===== config.mk =====
export PLATFORM = sky130hd
export DESIGN_NAME = iohub_tx_arbiter
export DESIGN_NICKNAME = d
export VERILOG_FILES = /design/src/rtl/iohub_tx_arbiter.sv
export SDC_FILE = /design/constraint.sdc
export NUM_CORES = 1
export LEC_CHECK = 0
export BUFFER_PORTS_ARGS = -buffer_cell sky130_fd_sc_hd__buf_2
export CORE_ASPECT_RATIO = 1.25
export CORE_MARGIN = 8
export CORE_UTILIZATION = 40
export CTS_CLUSTER_SIZE = 25
export DETAILED_ROUTE_END_ITERATION = 7
export MAX_ROUTING_LAYER = met4
export PLACE_DENSITY = 0.72
export SYNTH_ARGS = -nofsm -noshare
export SYNTH_HDL_FRONTEND = slang
export SYNTH_SLANG_ARGS = --single-unit

===== constraint.sdc =====
create_clock -name clk_i -period 2.8 [get_ports clk_i]
set_clock_uncertainty 0.15 [all_clocks]
set_input_delay 0.14 -clock clk_i [delete_from_list [all_inputs] [get_ports clk_i]]
set_output_delay 0.14 -clock clk_i [all_outputs]
set_load 0.02 [all_outputs]

===== src/rtl/iohub_tx_arbiter.sv =====
// rtl/iohub_tx_arbiter.sv - round-robin arbiter framing two 16-bit sources onto one UART as tag/hi/lo bytes
// tx_done_i is only honoured in *_WAIT states so early or spurious pulses never advance a frame.
module iohub_tx_arbiter #(
  parameter logic [7:0] TAG_BASE = 8'hA0
) (
  input  logic        clk_i,
  input  logic        rst_i,
  input  logic        req0_valid_i,
  input  logic [15:0] req0_data_i,
  output logic        req0_ready_o,
  input  logic        req1_valid_i,
  input  logic [15:0] req1_data_i,
  output logic        req1_ready_o,
  output logic [7:0]  tx_byte_o,
  output logic        tx_start_o,
  input  logic        tx_done_i,
  output logic        busy_o,
  output logic        grant_o,
  output logic [15:0] words_sent_o
);

  typedef enum logic [2:0] {
    IDLE, TAG_ISS, TAG_WAIT, HI_ISS, HI_WAIT, LO_ISS, LO_WAIT
  } state_e;

  state_e      state_q, state_d;
  logic [15:0] word_q, word_d;
  logic [7:0]  tx_byte_q, tx_byte_d;
  logic        last_grant_q, last_grant_d;
  logic        grant_q, grant_d;
  logic [15:0] words_sent_q, words_sent_d;
  logic        win1;
  logic        accept;

  // On a tie the source that did not win last time goes next.
  assign win1   = req1_valid_i & (~req0_valid_i | ~last_grant_q);
  assign accept = (state_q == IDLE) & (req0_valid_i | req1_valid_i);

  always_ff @(posedge clk_i or posedge rst_i) begin
    if (rst_i) begin
      state_q      <= IDLE;
      word_q       <= 16'h0000;
      tx_byte_q    <= 8'h00;
      last_grant_q <= 1'b1;
      grant_q      <= 1'b0;
      words_sent_q <= 16'h0000;
    end else begin
      state_q      <= state_d;
      word_q       <= word_d;
      tx_byte_q    <= tx_byte_d;
      last_grant_q <= last_grant_d;
      grant_q      <= grant_d;
      words_sent_q <= words_sent_d;
    end
  end

  // The byte for each phase is loaded on entry to its ISS state so it is stable under tx_start_o.
  always_comb begin
    state_d      = state_q;
    word_d       = word_q;
    tx_byte_d    = tx_byte_q;
    last_grant_d = last_grant_q;
    grant_d      = grant_q;
    words_sent_d = words_sent_q;
    case (state_q)
      IDLE: begin
        if (accept) begin
          state_d      = TAG_ISS;
          word_d       = win1 ? req1_data_i : req0_data_i;
          last_grant_d = win1;
          grant_d      = win1;
          tx_byte_d    = TAG_BASE | {7'b0, win1};
        end
      end
      TAG_ISS: state_d = TAG_WAIT;
      TAG_WAIT: begin
        if (tx_done_i) begin
          state_d   = HI_ISS;
          tx_byte_d = word_q[15:8];
        end
      end
      HI_ISS: state_d = HI_WAIT;
      HI_WAIT: begin
        if (tx_done_i) begin
          state_d   = LO_ISS;
          tx_byte_d = word_q[7:0];
        end
      end
      LO_ISS: state_d = LO_WAIT;
      LO_WAIT: begin
        if (tx_done_i) begin
          state_d      = IDLE;
          words_sent_d = words_sent_q + 16'd1;
        end
      end
      default: state_d = IDLE;
    endcase
  end

  always_comb begin
    req0_ready_o = accept & ~win1;
    req1_ready_o = accept & win1;
    tx_start_o   = (state_q == TAG_ISS) | (state_q == HI_ISS) | (state_q == LO_ISS);
    busy_o       = (state_q != IDLE);
    grant_o      = grant_q;
    tx_byte_o    = tx_byte_q;
    words_sent_o = words_sent_q;
  end

endmodule


==> results of run 1 <==
-- critical path: stages, from the launching register on --
cell           delay (ns)
dfrtp_1              0.64
nor3_2               0.14
and3_2               0.35
a222oi_1             0.45
dlygate4sd3_1        0.62
inv_1                0.05
-- synth_stat cells (all sizes together) --
cell    instances  area, µm²
a221o           2       20.0
or4             1       11.3
a21oi           2       10.0
nor3            3       15.0
nor4bb          3       30.0
and4            1       8.76
nand2b          2       12.5
o21ai          10       53.8
nor3b           2       20.0
buf             9       62.6
dfrtp          44       1100
and4b           1       10.0
a21o            3       22.5
o22a            2       17.5
a311oi          1       8.76
nand3           1       5.00
and3            4       25.0
or3             1       6.26
a222oi         16        160
nand4           7       58.8
clkbuf          2       7.51
a31oi           1       12.5
nor2            6       22.5
and2            1       6.26
xnor2          12        113
xor2            3       26.3
nand2          18       67.6
ha              1       12.5
a22oi           5       37.5
a21boi          1       7.51
dfstp           1       26.3
inv            22       82.6
-- final timing paths --
| check | endpoint | slack, ns |
|---|---|---|
| max | word_q[11]$_DFFE_PP0P_ | 0.30 |
| max in group asynchronous | last_grant_q$_DFFE_PP1P_ | 1.42 |
| min in group asynchronous | words_sent_o[2]$_DFFE_PP0P_ | 0.32 |
| min | words_sent_o[1]$_DFFE_PP0P_ | 0.05 |
| min reg2reg | tx_byte_o[3]$_DFFE_PP0P_ | 0.33 |
| max reg2reg | word_q[11]$_DFFE_PP0P_ | 0.30 |
-- final cells by class --
class                   count  area, µm²
well taps                  62       77.6
flip-flops and latches     45       1130
repair buffers            100        671
multi-input cells         110        808
inverters                  22       82.6
clock inverters             2       35.0
fillers                   419       2170
clock buffers               5       68.8
-- stage by stage --
step                       util  cell area (µm²)
after global placement    0.482             2430
after CTS                 0.568             2860
final                     0.569             2870
after global routing      0.569             2870
after detailed placement  0.482             2430
after floorplan               -             2080
-- metal layers --
metal / up-vias / routed length, µm / part of all wire
met4: 0 / 94 / 0.016
li1: 870 / - / -
met2: 81 / 3000 / 0.52
met3: 10 / 369 / 0.065
met1: 918 / 2250 / 0.39
met5: - / 0 / 0
-- power groups by stage --
stage          Clock [mW]  Sequential (mW)  Combinational (mW)
3_5_place_dp            0             1.06               0.827
6_report            0.468             1.06                1.10
5_1_grt             0.503             1.09                1.20
3_3_place_gp            0             1.05               0.809
2_1_floorplan           0             1.03               0.637
4_1_cts             0.480             1.05                1.05
-- sequential cells by signal, indices dropped and copies added, names as in the netlist --
signal / flops
words_sent_o: 16
last_grant_q: 1
word_q: 16
grant_o: 1
tx_byte_o: 8
state_q: 3
-- what timing repair did --
item / 4_1_cts / 5_1_grt
setup endpoints to repair: 0 / 16
hold buffers: 33 / 0
resized for setup: 0 / 3
endpoints found under the hold margin: 41 / 0
-- kinds of logic after synthesis --
| group | synth area share |
|---|---|
| compound gates | 0.168 |
| xor+xnor | 0.0668 |
| fa+ha+maj | 0.00601 |
| buf+inv | 0.0734 |
| flops | 0.542 |
| simple gates | 0.144 |
==> metrics.txt, run 1 <==
status=completed; layout cells sized above 1=0.296; Num CTS Buffers=5; min-delay src=tx_done_i; Crit. Startpoint=state_q[1]$_DFFE_PP0P_; Psw=0.972 mW; period utilization=0.894; Die Y=96.6 µm; Hold WS=0.0515 ns; syn avg cell area=11.1 µm²; Core Rows=29; Crit Path Class=reg2reg; Routed WL per cell=16.5 µm; worst skew pair latency=0.29 ns; Slew @ Worst Pin=0.888 ns; IO Port Bufs=65; TritonCTS clock tree=yes; Clk pwr share=0.178; grt total ovfl=0; area grow syn2layout=37.9%; sequential area share after synthesis=0.542; first-pass GRT wire length=9470 µm; met3 usage=0.0361; largest buffer count on any clock path=2; met1 Usage GRT=0.189; Max Fanout on Critical Path=17; Final Hold Viols=0; highest-count cells in the layout ignoring fill and taps=buf_2, dfrtp_1, dlygate4sd3_1; met2 Use GR=0.246; Vias=1879; Final min period=2.50 ns; RR Startpoint=state_q[1]$_DFFE_PP0P_; RePlAce Congestion=0.823; most common cell after layout, fill and taps aside=buf_2; Worst EP required=2.84 ns; #FFs+latches synth=45; relative slew slack=0.404; die width=80.5 µm; IO Count=66; CTS sink count=45; aggregate negative setup slack=0 ns; setup bufs post-CTS=0; dpl ws=0.718 ns; Hold Crit Depth=4; R2R cell count=5; wirelength, routed=5710 µm; syn_nets=226; Worst-path clk slew=0.08 ns; worst setup margin=0.297 ns; die area=0.00778 mm²; DR DRC count=0; antenna-violating nets left=0; initial antenna violation count=0; Root Driver=clkbuf_8; Starting Density=0.413; Switching Fraction=0.370; Worst EP arrival=2.54 ns; Mapped Cells=188; combinational power share=0.418; Reg power frac=0.404; most used routing layer=met2; min-delay worst type=in2reg; # H-tree levels=2; P per Cell Area=916 mW/mm²; Vias per Instance=5.43; pin count of the biggest net entering global routing=27; Ys Warns=0; Placed Cells incl. Taps=306; Tot Pwr=2.63 mW; post-detail-place hpwl=3530 µm; vias in the first global route=1914; leakage power=1.47 nW; DR pass1 iterations=5; Int Pwr=1.66 mW; maximum VDD drop=566 µV; Max Fclk=399 MHz; Final Non-Filler Cells=346; Final Setup Violations=0; Layout Nets=322; core area=0.00504 mm²; crit path capture type=flop; total track usage=0.156; Iteration-0 DRC Markers=139; post-synthesis cell type count=38; RSZ-0062 raised after global routing=no; total of max-cap violations=0; Final Max Slew Viols=0; synthesized area=0.00208 mm²; CP startpoint kind=flop; n_diodes=0
(Power assumes the default switching activity.)
==> run 2: changes to the inputs <==
--- a/config.mk
+++ b/config.mk
@@ -6,7 +6,7 @@
 export NUM_CORES = 1
 export LEC_CHECK = 0
 export BUFFER_PORTS_ARGS = -buffer_cell sky130_fd_sc_hd__buf_2
-export CORE_ASPECT_RATIO = 1.25
+export CORE_ASPECT_RATIO = 1.75
 export CORE_MARGIN = 8
 export CORE_UTILIZATION = 40
 export CTS_CLUSTER_SIZE = 25
==> metrics.txt, run 2 (synthesis gave the netlist of run 1 again) <==
fillers=441 (was 419); antenna-violating nets left=0 (unchanged); FF+latch area=0.00113 mm² (unchanged); Buf+Inv Stages, Crit Path=2 (unchanged); P per Cell Area=940 mW/mm² (was 916 mW/mm²); Hold Crit Depth=4 (unchanged); area grow syn2layout=38.4% (was 37.9%); Slew @ Worst Pin=0.898 ns (was 0.888 ns); reg-to-reg slack, setup=0.27 ns (was 0.30 ns); worst-path cell chain=nor3_1, o21ai_2, a222oi_1, dlygate4sd3_1, inv_1 (was nor3_2, and3_2, a222oi_1, dlygate4sd3_1, inv_1); post-detail-place hpwl=3770 µm (was 3530 µm); Worst path max stage delay=0.61 ns (was 0.64 ns); layout cells sized above 1=0.296 (unchanged); RePlAce Congestion=0.769 (was 0.823); Util after Layout=0.562 (was 0.569); placed cell areas=0.00241 mm² (was 0.00243 mm²); Clk pwr share=0.210 (was 0.178); Worst-path clk slew=0.08 ns (about the same); n_diodes=0 (unchanged); Root Driver=clkbuf_8 (unchanged); Worst EP arrival=2.57 ns (was 2.54 ns); Crit Path Class=reg2reg (unchanged); crit path capture type=flop (unchanged); CP max stage cell=dlygate4sd3_1 (was dfrtp_1); vias in the first global route=1976 (was 1914); min-delay worst type=in2reg (unchanged); Num CTS Buffers=5 (unchanged); highest-count cells in the layout ignoring fill and taps=buf_2, dfrtp_1, dlygate4sd3_1 (unchanged); DR pass1 iterations=5 (unchanged); FF-to-FF End=word_q[13]$_DFFE_PP0P_ (was word_q[11]$_DFFE_PP0P_); Switching Fraction=0.354 (was 0.370); period utilization=0.903 (was 0.894); Layout Nets=321 (was 322); Int Pwr=1.75 mW (was 1.66 mW); DR DRC count=0 (unchanged); RSZ-0062 raised after global routing=no (unchanged); aggregate negative setup slack=0 ns (unchanged); worst setup margin=0.270 ns (was 0.297 ns); Final Setup Violations=0 (unchanged); largest buffer count on any clock path=2 (unchanged); initial antenna violation count=0 (unchanged); Final Hold Viols=0 (unchanged); Core Rows=35 (was 29); Final Max Slew Viols=0 (unchanged); # H-tree levels=2 (unchanged); Starting Density=0.406 (was 0.413); grt total ovfl=0 (unchanged); Hold WS=0.0588 ns (was 0.0515 ns); Vias=1819 (was 1879); Final min period=2.53 ns (was 2.50 ns); most common cell after layout, fill and taps aside=buf_2 (unchanged); RR Startpoint=state_q[1]$_DFFE_PP0P_ (unchanged); die area=0.00786 mm² (was 0.00778 mm²); IO Port Bufs=65 (unchanged); Reg power frac=0.387 (was 0.404); total track usage=0.146 (was 0.156); dpl ws=0.688 ns (was 0.718 ns); worst skew pair latency=0.29 ns (about the same); min-delay src=tx_done_i (unchanged); Max Fclk=395 MHz (was 399 MHz); Routed WL per cell=16.2 µm (was 16.5 µm); Multi-input gate area=803 µm² (was 808 µm²); Psw=0.958 mW (was 0.972 mW); fin area=0.00288 mm² (was 0.00287 mm²); R2R cell count=5 (unchanged); total of max-cap violations=0 (unchanged); first-pass GRT wire length=9230 µm (was 9470 µm); maximum VDD drop=651 µV (was 566 µV); Iteration-0 DRC Markers=139 (unchanged); leakage power=1.48 nW (was 1.47 nW); CP startpoint kind=flop (unchanged); Worst EP required=2.84 ns (about the same); IO Count=66 (unchanged); Max Fanout on Critical Path=18 (was 17); Die Y=111 µm (was 96.6 µm); relative slew slack=0.401 (was 0.404); combinational power share=0.402 (was 0.418); CP top delay family=buffers and inverters (unchanged); status=completed (unchanged); CTS sink count=45 (unchanged); Vias per Instance=5.37 (was 5.43); TritonCTS clock tree=yes (unchanged); core area=0.00512 mm² (was 0.00504 mm²); die width=70.5 µm (was 80.5 µm); pin count of the biggest net entering global routing=46 (was 27); wirelength, routed=5480 µm (was 5710 µm); Hold EP=words_sent_o[1]$_DFFE_PP0P_ (unchanged)
[run 2: repair_timing]
item / in CTS / in global routing
buffers inserted: 0 / 0
endpoints found under the setup margin: 0 / 16
hold buffers: 33 / 0
hold endpoints to repair: 60 / 0
gates resized for setup: 0 / 2
[run 2: worst register-to-register path, stage by stage (launching register included)]
cell	delay, ns
dfrtp_1	0.54
nor3_1	0.41
o21ai_2	0.31
a222oi_1	0.36
dlygate4sd3_1	0.61
inv_1	0.05
[run 2: final cells by class]
type                       instances  area share
clock buffer                       5      0.0239
multi-input combinational        110       0.279
clock inverter                     3      0.0226
sequential                        45       0.392
tap                               55      0.0239
timing repair buffer              99       0.230
inverter                          22      0.0287
[run 2: worst max-delay path by stage]
stage / slack (ns) / cells past startpoint / end / from
3_5_place_dp: 0.69 / 3 / req1_ready_o / state_q[2]$_DFFE_PP0P_
6_report: 0.27 / 5 / word_q[13]$_DFFE_PP0P_ / state_q[1]$_DFFE_PP0P_
2_1_floorplan: 1.04 / 4 / words_sent_o[14]$_DFFE_PP0P_ / words_sent_o[0]$_DFFE_PP0P_
3_3_place_gp: 0.72 / 3 / req1_ready_o / state_q[2]$_DFFE_PP0P_
4_1_cts: 0.15 / 5 / word_q[6]$_DFFE_PP0P_ / state_q[1]$_DFFE_PP0P_
5_1_grt: 0.04 / 5 / word_q[13]$_DFFE_PP0P_ / state_q[1]$_DFFE_PP0P_
[run 2: per-stage QoR]
step                      instances  power (mW)
after floorplan                 188        1.67
after global placement          298        1.87
after detailed placement        298        1.89
after CTS                       339        2.70
after global routing            339        2.89
final                           339        2.71
[run 2: power groups by stage]
stage / clock (mW) / sequential [mW] / combinational [mW]
floorplan: 0 / 1.03 / 0.637
global placement: 0 / 1.05 / 0.815
detailed placement: 0 / 1.06 / 0.837
CTS: 0.582 / 1.05 / 1.07
global route: 0.609 / 1.08 / 1.20
finish: 0.569 / 1.05 / 1.09
[run 2: layer usage]
layer / wire length [µm] / GRT usage
met1: 1960 / 0.141
met2: 3140 / 0.272
met3: 280 / 0.0347
met4: 95 / 0.0499
met5: 0 / -
==> run 3: changes to the inputs <==
--- a/config.mk
+++ b/config.mk
@@ -7,7 +7,7 @@
 export LEC_CHECK = 0
 export BUFFER_PORTS_ARGS = -buffer_cell sky130_fd_sc_hd__buf_2
 export CORE_ASPECT_RATIO = 1.75
-export CORE_MARGIN = 8
+export CORE_MARGIN = 5
 export CORE_UTILIZATION = 40
 export CTS_CLUSTER_SIZE = 25
 export DETAILED_ROUTE_END_ITERATION = 7
==> metrics.txt, run 3 (synthesis gave the netlist of run 1 again) <==
Layout Nets=321 (unchanged); Final Hold Viols=0 (unchanged); IO Count=66 (unchanged); reg-to-reg slack, setup=0.25 ns (was 0.27 ns); n_diodes=0 (unchanged); Worst EP required=2.84 ns (about the same); RSZ-0062 raised after global routing=no (unchanged); vias in the first global route=1916 (was 1976); Crit Path Class=reg2reg (unchanged); Routed WL per cell=15.7 µm (was 16.2 µm); total track usage=0.173 (was 0.146); Vias=1860 (was 1819); area grow syn2layout=36.0% (was 38.4%); Crit. Startpoint=state_q[1]$_DFFE_PP0P_ (unchanged); DR DRC count=0 (unchanged); worst skew pair latency=0.29 ns (about the same); wirelength, routed=5280 µm (was 5480 µm); Worst-path clk slew=0.08 ns (about the same); total of max-cap violations=0 (unchanged); Worst EP arrival=2.59 ns (was 2.57 ns); Setup crit end=word_q[0]$_DFFE_PP0P_ (was word_q[13]$_DFFE_PP0P_); leakage power=1.46 nW (was 1.48 nW); most common cell after layout, fill and taps aside=buf_2 (unchanged); CP startpoint kind=flop (unchanged); die width=64.5 µm (was 70.5 µm); Final Max Slew Viols=0 (unchanged); IO Port Bufs=65 (unchanged); Vias per Instance=5.52 (was 5.37); Max Fanout on Critical Path=18 (unchanged); layout cells sized above 1=0.290 (was 0.296); Worst path max stage delay=0.60 ns (was 0.61 ns); Slew @ Worst Pin=0.900 ns (was 0.898 ns); # H-tree levels=2 (unchanged); period utilization=0.910 (was 0.903); setup bufs post-CTS=0 (unchanged); worst-path cell chain=nor3_1, o21ai_2, a222oi_1, dlygate4sd3_1, inv_1 (unchanged); Root Driver=clkbuf_8 (unchanged); post-detail-place hpwl=3390 µm (was 3770 µm); antenna-violating nets left=0 (unchanged); largest buffer count on any clock path=2 (unchanged); maximum VDD drop=601 µV (was 651 µV); P per Cell Area=894 mW/mm² (was 940 mW/mm²); Final min period=2.55 ns (was 2.53 ns); relative slew slack=0.399 (was 0.401); Max Fclk=392 MHz (was 395 MHz); status=completed (unchanged); RePlAce Congestion=0.768 (was 0.769); highest-count cells in the layout ignoring fill and taps=buf_2, dfrtp_1, dlygate4sd3_1 (unchanged); Tot Pwr=2.53 mW (was 2.71 mW); Die Y=105 µm (was 111 µm); pin count of the biggest net entering global routing=46 (unchanged); initial antenna violation count=0 (unchanged); FF-to-FF End=word_q[0]$_DFFE_PP0P_ (was word_q[13]$_DFFE_PP0P_); Core Rows=34 (was 35); TritonCTS clock tree=yes (unchanged); Num CTS Buffers=5 (unchanged); RR Startpoint=state_q[1]$_DFFE_PP0P_ (unchanged); Starting Density=0.415 (was 0.406); crit path capture type=flop (unchanged); grt total ovfl=0 (unchanged); CTS sink count=45 (unchanged); Iteration-0 DRC Markers=127 (was 139); Final Setup Violations=0 (unchanged); core area=0.00502 mm² (was 0.00512 mm²); R2R cell count=5 (unchanged); DR pass1 iterations=8 (was 5); die area=0.00680 mm² (was 0.00786 mm²); aggregate negative setup slack=0 ns (unchanged); first-pass GRT wire length=9000 µm (was 9230 µm); CP max stage cell=dlygate4sd3_1 (unchanged); min-delay worst type=in2reg (unchanged)
-- run 3: changes by cell type in the layout (fill, tap and decap cells not counted) --
cell       before  now
clkbuf_8        5    6
bufinv_16       2    0
clkinv_2        1    0
clkbuf_1        0    1
-- run 3: worst max-delay path, delay by kind of cell, from the launching register on --
family                 cells  cell delay (ns)
AO/OA/AOI/OAI              2             0.67
AND/OR/NAND/NOR            1             0.44
buffers and inverters      2             0.64
flip-flops                 1             0.54
-- run 3: timing repair --
item                                    CTS  global route
hold endpoints to repair                 60             0
endpoints found under the setup margin    0            16
gates resized for setup                   0             2
hold buffers                             33             0
-- run 3: how the worst min path moves through the flow --
stage / from / end / depth (start not counted)
CTS: tx_done_i / words_sent_o[1]$_DFFE_PP0P_ / 4
floorplan: req1_data_i[8] / word_q[8]$_DFFE_PP0P_ / 2
finish: tx_done_i / words_sent_o[1]$_DFFE_PP0P_ / 4
detailed placement: req1_data_i[5] / word_q[5]$_DFFE_PP0P_ / 3
global placement: req1_data_i[2] / word_q[2]$_DFFE_PP0P_ / 3
global route: tx_done_i / words_sent_o[1]$_DFFE_PP0P_ / 4
-- run 3: metal layers --
metal | global-route usage | share of wire
met1 | 0.192 | 0.38
met5 | - | 0
met4 | 0.0832 | 0.024
met3 | 0.0373 | 0.060
met2 | 0.290 | 0.54
-- run 3: stage by stage --
stage | instances | cell area (µm²) | hold WS [ns] | setup slack (ns) | utilization
finish | 337 | 2830 | 0.0463 | 0.252 | 0.564
global route | 337 | 2830 | 0.102 | 0.0407 | 0.564
CTS | 337 | 2830 | 0.0456 | 0.108 | 0.563
detailed placement | 297 | 2410 | 0.224 | 0.617 | 0.480
global placement | 297 | 2410 | 0.217 | 0.762 | 0.480
floorplan | 188 | 2080 | 0.132 | 1.04 | -
-- run 3: final cells by class --
class                      count  area (µm²)
clock buffer                   7        86.3
fill                         414        2190
inverter                      22        82.6
multi-input combinational    110         803
sequential                    45        1130
tap                           54        67.6
timing repair buffer          99         663
-- run 3: where the power goes --
part	internal, mW	switching (mW)
clock network	0.196	0.202
registers	0.853	0.198
logic	0.541	0.541
